File: src/rtl/branch_target_unit_pkg.sv
// Shared definitions for the branch target unit: output-slot state encoding
// and the default address-arithmetic constants.
package branch_target_unit_pkg;

   typedef enum logic {
      EMPTY = 1'b0,
      FULL  = 1'b1
   } state_e;

   localparam int SHIFT_DEF    = 2;
   localparam int PC_OFS_DEF   = 8;
   localparam int LINK_OFS_DEF = 4;

endpackage

File: src/rtl/branch_target_unit_sign_ext.sv
// Sign-extends a raw offset field to the output width, then shifts it left
// to turn a word offset into a byte offset.
module sign_ext #(
   parameter int IN_W  = 24,
   parameter int OUT_W = 32,
   parameter int SH    = 2
) (
   input  logic [IN_W-1:0]  val_i,
   output logic [OUT_W-1:0] val_o
);

   logic [OUT_W-1:0] extended;

   assign extended = OUT_W'($signed(val_i));
   assign val_o    = extended << SH;

endmodule

File: src/rtl/branch_target_unit.sv
// Branch target / return address calculator with a single registered output
// slot, valid/ready handshake, flush, and a count of taken branches delivered.
module branch_target_unit
   import branch_target_unit_pkg::*;
#(
   parameter int OFS_W    = 24,
   parameter int ADDR_W   = 32,
   parameter int SHIFT    = SHIFT_DEF,
   parameter int PC_OFS   = PC_OFS_DEF,
   parameter int LINK_OFS = LINK_OFS_DEF
) (
   input  logic              clk,
   input  logic              rst_n,
   input  logic              in_valid,
   output logic              in_ready,
   input  logic [ADDR_W-1:0] pc,
   input  logic [OFS_W-1:0]  ofst,
   input  logic              link,
   input  logic              cond_pass,
   input  logic              flush,
   output logic              out_valid,
   input  logic              out_ready,
   output logic [ADDR_W-1:0] target,
   output logic [ADDR_W-1:0] link_addr,
   output logic              taken,
   output logic              link_we,
   output logic [15:0]       taken_cnt
);

   state_e            state_q;
   logic [ADDR_W-1:0] target_q, target_d;
   logic [ADDR_W-1:0] link_addr_q, link_addr_d;
   logic              taken_q, link_we_q;
   logic [15:0]       taken_cnt_q;
   logic [ADDR_W-1:0] ofs_shifted;
   logic              accept, deliver;

   sign_ext #(
      .IN_W  (OFS_W),
      .OUT_W (ADDR_W),
      .SH    (SHIFT)
   ) u_sign_ext (
      .val_i (ofst),
      .val_o (ofs_shifted)
   );

   assign target_d    = pc + ADDR_W'(PC_OFS) + ofs_shifted;
   assign link_addr_d = pc + ADDR_W'(LINK_OFS);

   assign out_valid = (state_q == FULL);
   assign in_ready  = !out_valid || out_ready;
   assign accept    = in_valid && in_ready && !flush;
   assign deliver   = out_valid && out_ready && taken_q && !flush;

   // taken/link_we are cleared whenever the slot empties so they read 0 while idle
   always_ff @(posedge clk) begin
      if (!rst_n) begin
         state_q     <= EMPTY;
         target_q    <= '0;
         link_addr_q <= '0;
         taken_q     <= 1'b0;
         link_we_q   <= 1'b0;
         taken_cnt_q <= '0;
      end else begin
         if (deliver) begin
            taken_cnt_q <= taken_cnt_q + 16'd1;
         end
         case (state_q)
            EMPTY: begin
               if (accept) begin
                  state_q     <= FULL;
                  target_q    <= target_d;
                  link_addr_q <= link_addr_d;
                  taken_q     <= cond_pass;
                  link_we_q   <= link && cond_pass;
               end
            end
            FULL: begin
               if (flush) begin
                  state_q   <= EMPTY;
                  taken_q   <= 1'b0;
                  link_we_q <= 1'b0;
               end else if (accept) begin
                  target_q    <= target_d;
                  link_addr_q <= link_addr_d;
                  taken_q     <= cond_pass;
                  link_we_q   <= link && cond_pass;
               end else if (out_ready) begin
                  state_q   <= EMPTY;
                  taken_q   <= 1'b0;
                  link_we_q <= 1'b0;
               end
            end
         endcase
      end
   end

   assign target    = target_q;
   assign link_addr = link_addr_q;
   assign taken     = taken_q;
   assign link_we   = link_we_q;
   assign taken_cnt = taken_cnt_q;

endmodule

File: config.mk
export PLATFORM = sky130hd
export DESIGN_NAME = branch_target_unit
export DESIGN_NICKNAME = d
export VERILOG_FILES = /design/src/rtl/branch_target_unit_pkg.sv /design/src/rtl/branch_target_unit_sign_ext.sv /design/src/rtl/branch_target_unit.sv
export SDC_FILE = /design/constraint.sdc
export NUM_CORES = 1
export LEC_CHECK = 0
export ABC_AREA = 1
export CAP_MARGIN = 20
export CORE_UTILIZATION = 50
export CTS_CLUSTER_DIAMETER = 60
export DETAILED_ROUTE_END_ITERATION = 6
export DONT_BUFFER_PORTS = 1
export PLACE_DENSITY = 0.76
export SYNTH_ARGS = -nofsm -noshare
export SYNTH_HDL_FRONTEND = slang
export SYNTH_HIERARCHICAL = 1
export SYNTH_SLANG_ARGS = --single-unit
export TNS_END_PERCENT = 5
File: constraint.sdc
create_clock -name clk -period 3.1 [get_ports clk]
set_clock_uncertainty 0.2 [all_clocks]
set_input_delay 0.775 -clock clk [delete_from_list [all_inputs] [get_ports clk]]
set_output_delay 0.775 -clock clk [all_outputs]
set_load 0.02 [all_outputs]
==> results of run 1 <==
[flip-flops by register name (all words and copies together), names as in the netlist]
| register | flops |
|---|---|
| taken | 1 |
| out_valid | 1 |
| target | 32 |
| taken_cnt | 16 |
| link_addr | 32 |
| link_we | 1 |
[routing by layer]
metal  share of wire  global-route usage  up-vias
met1            0.42               0.346     2975
li1                -                   -     3489
met2            0.46               0.477      239
met5               0                   0        -
met4           0.035               0.135        0
met3           0.084              0.0731       46
[cell usage in the layout, fill, tap and decap left out, types with 3 or more instances in the layout]
cell type  netlist  final
buf_4           35      4
inv_1          201    201
o211ai_1         9      9
a21oi_1         41     41
dfxtp_1         83     83
xnor2_1         11     11
nor2_2           5      5
o21ai_1          8      8
nor2_1         182    182
nor3_1          18     18
o21bai_1         3      3
nand3_1         67     67
nand2_1        314    314
nand4_1         13     13
xor2_1          23     23
clkbuf_16        0      9
ha_1            63     63
o21ai_0         36     36
[metrics by stage]
stage,utilization,cell area [sq um],setup slack (ps),instances,total power (uW)
after global placement,0.519,6980,170,1290,2060
after floorplan,-,7030,490,1161,1910
final,0.542,7290,498,1306,3210
after detailed placement,0.519,6980,192,1290,2060
after CTS,0.542,7290,552,1306,3220
after global routing,0.542,7290,328,1306,3410
[worst max-delay path: stages]
cell and delay (ps):
ha_1 290, ha_1 380, nand2_1 120, nor2_1 270, inv_1 70, o21bai_1 280, nand2_1 140, nand4_1 100
nand3_1 110, nand2_1 80, inv_1 30
[logic make-up after synthesis]
kind of cell    count (synthesis)  share of synthesized area
xor+xnor                       34                     0.0424
fa+ha+maj                      64                      0.115
other cells                     1                   0.000534
compound gates                105                     0.0823
buf+inv                       258                      0.158
flops                          83                      0.236
simple gates                  615                      0.365
[final cells by class]
| cell class | count | area share |
|---|---|---|
| multi-input cells | 820 | 0.584 |
| well taps | 176 | 0.0302 |
| repair buffers | 6 | 0.00961 |
| flip-flops and latches | 83 | 0.228 |
| clock buffers | 11 | 0.0347 |
| inverters | 205 | 0.106 |
| clock inverters | 5 | 0.00824 |
[power by group]
group          switching (uW)  internal, uW  total, uW
sequential                127          1130       1260
combinational             518           285        803
clock                     473           672       1140
[how the worst max path moves through the flow]
stage,cells after the start,endpoint
2_1_floorplan,13,target[21]
3_3_place_gp,11,target[24]
3_5_place_dp,11,target[24]
4_1_cts,11,target[24]
5_1_grt,11,target[24]
6_report,11,target[24]
==> flow_summary.json, run 1 <==
{
  "cp-start-kind": "input port",
  "final-setup-viol-count": 0,
  "yosysWarnings": 6,
  "critical_path_required_ps": 3150,
  "gp_congestion": 1.00,
  "drt_wl_total_microns": 20200,
  "dr.pass1.iters": 5,
  "synth_edf_count": 0,
  "whs_ps": 299,
  "fin_crit_ps": 2600,
  "port_buffers": 0,
  "hold_start": "flush",
  "cts.sinks": 83,
  "syn_inst": 1160,
  "synth_largest_area_cell": "dfxtp_1",
  "final_antenna_net_count": 0,
  "grt-ovfl-total": 0,
  "grt_max_degree": 53,
  "worst_skew_pair.late_latency_ps": 350,
  "fmax_ghz": 0.384,
  "cts_tree": "done",
  "cts_buffers": 9,
  "setup_tns_ps": 0,
  "powerDensity_nw_per_um2": 440,
  "place_hpwl_microns": 16000,
  "synth-main-ff-cell": "dfxtp_1",
  "ff_latch_area_sq_um": 1660,
  "relSlewSlack": 0.512,
  "ys_seq_area_frac": 0.236,
  "reg2reg_to": "link_addr[6]",
  "ys_types": 42,
  "io_pins": 147,
  "async_flop_share": 0,
  "grt_setup_unrepaired": "no",
  "nNetsFinal": 1252,
  "drtIter0Drc": 483,
  "cts_resized": 0,
  "cts.clk_slew.worst_paths_ps": 60,
  "dr_total_vias": 6749,
  "synthTopCellsByCount": "nand2_1, inv_1, nor2_1",
  "grt_pass1_vias": 6457,
  "clockRootBuffer": "clkbuf_16",
  "vias_per_cell": 5.17,
  "htree_levels": 3,
  "yosys.area.top_type_share": 0.236,
  "filler_cell_count": 1417,
  "dieHeight_microns": 121,
  "initial_core_util": 0.522,
  "path_class": "in2reg",
  "status": "finished, final reports clean",
  "drc": 0,
  "maxCapViolCount": 0,
  "layout-drive-gt1-share": 0.0354,
  "synth.most_common_cell": "nand2_1",
  "r2r_cells": 6,
  "clock_path_buffers": 2,
  "antenna_found_initial": 0,
  "drv_slew": 0,
  "wl_per_cell_microns": 15.4,
  "track_usage": 0.287,
  "critPathArrivalTime_ps": 2650,
  "vdd_drop_max_v": 0.000226,
  "multiInputGateArea_sq_um": 4260,
  "post-route-period-util": 0.839,
  "crit_start": "pc[15]",
  "r2r_slack_ps": 850,
  "holdCritPathClass": "in2reg",
  "hold_path_end": "out_valid",
  "worstPathMaxFanout": 7,
  "end_kind": "register",
  "synthTopCellsByArea": "dfxtp_1, nand2_1, ha_1",
  "ys_seq_elements": 83,
  "hold_depth": 1,
  "n_antenna_cell": 0,
  "timing.rr.start": "out_valid",
  "area_delta_synth_final_pct": 3.77,
  "row_count": 42,
  "hold_violations": 0,
  "avgSynthCellArea_sq_um": 6.06,
  "grt_pass1_wl_microns": 32300,
  "post_cts_buffers": 0,
  "tightest_slew_ps": 729,
  "dieArea_sq_um": 14500,
  "core_sq_um": 13500,
  "holdBufCountCts": 0,
  "die_w_microns": 121,
  "syn_area_sq_um": 7030,
  "p_leak_uw": 0.00398
}
Power figures use the tool's default switching activity.
==> inputs of run 2 (changes only) <==
--- a/config.mk
+++ b/config.mk
@@ -11,7 +11,7 @@
 export CTS_CLUSTER_DIAMETER = 60
 export DETAILED_ROUTE_END_ITERATION = 6
 export DONT_BUFFER_PORTS = 1
-export PLACE_DENSITY = 0.76
+export PLACE_DENSITY = 0.79
 export SYNTH_ARGS = -nofsm -noshare
 export SYNTH_HDL_FRONTEND = slang
 export SYNTH_HIERARCHICAL = 1
==> constraint.sdc (replaced) <==
create_clock -name clk -period 2.3 [get_ports clk]
set_clock_uncertainty 0.2 [all_clocks]
set_input_delay 0.575 -clock clk [delete_from_list [all_inputs] [get_ports clk]]
set_output_delay 0.575 -clock clk [all_outputs]
set_load 0.02 [all_outputs]
==> run 2 against run 1 <==
Worst setup slack got worse by 350 ps. Register-to-register slack got worse by 530 ps. Non-clock buffer count rose by 47. Count of clock-buffer cells in the layout did not move. Largest cell class unchanged.
==> flow_summary.json, run 2 (synthesis results as in run 1) <==
{
  "status": "finished, final reports clean",
  "timing.rr.start": "out_valid",
  "holdBufCountCts": 0,
  "p_sw_uw": 1590,
  "path_class": "in2reg",
  "dieHeight_microns": 121,
  "cts.sinks": 83,
  "sequentialPowerShare": 0.367,
  "internal-power_uw": 3030,
  "maxCapViolCount": 0,
  "final_util": 0.596,
  "place_hpwl_microns": 16500,
  "place_inst": 1337,
  "dieArea_sq_um": 14500,
  "vias_per_cell": 5.12,
  "tightest_slew_ps": 502,
  "dr_total_vias": 6933,
  "htree_levels": 3,
  "r2r_slack_ps": 320,
  "worst_skew_pair.late_latency_ps": 350,
  "grt-ovfl-total": 0,
  "drc": 0,
  "slowest_stage": "ha_1",
  "post-route-period-util": 0.935,
  "cts.clk_slew.worst_paths_ps": 60,
  "nNetsFinal": 1299,
  "reg2reg_to": "link_addr[6]",
  "r2r_cells": 6,
  "final_area_sq_um": 8020,
  "cts_resized": 0,
  "relSlewSlack": 0.664,
  "grt_pass1_vias": 6653,
  "critical_path_required_ps": 2340,
  "track_usage": 0.291,
  "vdd_drop_max_v": 0.000357,
  "worstPathMaxFanout": 4,
  "io_pins": 147,
  "holdCritPathClass": "in2reg",
  "clockRootBuffer": "clkbuf_16",
  "post_cts_buffers": 0,
  "power_uw": 4620,
  "hold_start": "flush",
  "layout_commonest_cell": "nand2_1",
  "core_sq_um": 13500,
  "antenna_found_initial": 0,
  "cp-start-kind": "input port",
  "critPathMaxStageDelay_ps": 310,
  "final_cell_mix": "nand2_1, inv_1, nor2_1",
  "fmax_ghz": 0.465,
  "grt_max_degree": 35,
  "p_comb_frac": 0.297,
  "clock_path_buffers": 2,
  "final-setup-viol-count": 0,
  "setup_tns_ps": 0,
  "swShare": 0.344,
  "row_count": 42,
  "n_antenna_cell": 0,
  "fin_cells": 1353,
  "drtIter0Drc": 499,
  "critPathArrivalTime_ps": 2190,
  "path_cells": "ha_1 > ha_4 > nand2_2 > inv_1 > nand2_1 > nand2_1 > inv_1 > nand3_2 > xnor2_1 > nand2_1 > o211ai_1 > inv_1",
  "grt_pass1_wl_microns": 32800,
  "cts_tree": "done",
  "drv_slew": 0,
  "hold_path_end": "out_valid",
  "final_antenna_net_count": 0,
  "wl_per_cell_microns": 15.0,
  "hold_violations": 0,
  "dr.pass1.iters": 6,
  "area_delta_synth_final_pct": 14.1,
  "p_clk_frac": 0.336,
  "fin_crit_ps": 2150,
  "gp_congestion": 0.974,
  "drt_wl_total_microns": 20300,
  "place_area_sq_um": 7700,
  "hold_depth": 1,
  "powerDensity_nw_per_um2": 576,
  "grt_setup_unrepaired": "no",
  "initial_core_util": 0.522,
  "port_buffers": 0,
  "p_leak_uw": 0.00422,
  "die_w_microns": 121,
  "end_kind": "register",
  "cts_buffers": 9,
  "layout-drive-gt1-share": 0.115
}
## run 2: routing by layer
metal	part of all wire	vias up	global-route usage
met1	0.43	3073	0.355
li1	-	3585	-
met3	0.075	49	0.0670
met2	0.46	226	0.488
met4	0.035	0	0.130
met5	0	-	0
## run 2: worst max path at each step
stage             start         end  slack [ps]  cells past startpoint
2_1_floorplan  ofst[22]  target[26]         -20                     12
3_3_place_gp      pc[9]  target[20]        -210                     11
3_5_place_dp      pc[9]  target[20]        -190                     11
4_1_cts          pc[26]  target[29]         160                     12
5_1_grt           pc[8]  target[25]          30                     14
6_report          pc[9]  target[11]         150                     12
## run 2: power by group through the flow
stage,combinational (uW),sequential [uW],clock [uW]
2_1_floorplan,1010,1700,0
5_1_grt,1550,1700,1650
3_5_place_dp,1350,1730,0
4_1_cts,1360,1700,1580
6_report,1370,1690,1550
3_3_place_gp,1330,1730,0
## run 2: critical path, delay by kind of cell
| family | cells | cell delay [ps] |
|---|---|---|
| xor gates and xnor gates | 1 | 300 |
| and+or+nand+nor | 5 | 480 |
| adders and majority gates | 2 | 580 |
| buffers and inverters | 3 | 170 |
| AOI/OAI and AO/OA | 1 | 90 |
## run 2: cell type report
class	instances	area, sq um
Inverter	205	771
Clock buffer	11	253
Tap cell	176	220
Multi-Input combinational cell	820	4640
Sequential cell	83	1660
Timing Repair Buffer	53	410
Clock inverter	5	60.1
Fill cell	1317	5440
## run 2: through the flow
stage / setup slack [ps] / hold slack (ps)
CTS: 163 / 98.4
finish: 150 / 110
detailed placement: -192 / 382
global placement: -205 / 352
floorplan: -21.0 / 336
global route: 25.1 / 100
==> inputs of run 3 (changes only) <==
--- a/config.mk
+++ b/config.mk
@@ -6,7 +6,7 @@
 export NUM_CORES = 1
 export LEC_CHECK = 0
 export ABC_AREA = 1
-export CAP_MARGIN = 20
+export CAP_MARGIN = 15
 export CORE_UTILIZATION = 50
 export CTS_CLUSTER_DIAMETER = 60
 export DETAILED_ROUTE_END_ITERATION = 6
==> results of run 3 <==
Same layout as run 2: the final DEF is identical, and so are final timing and power.
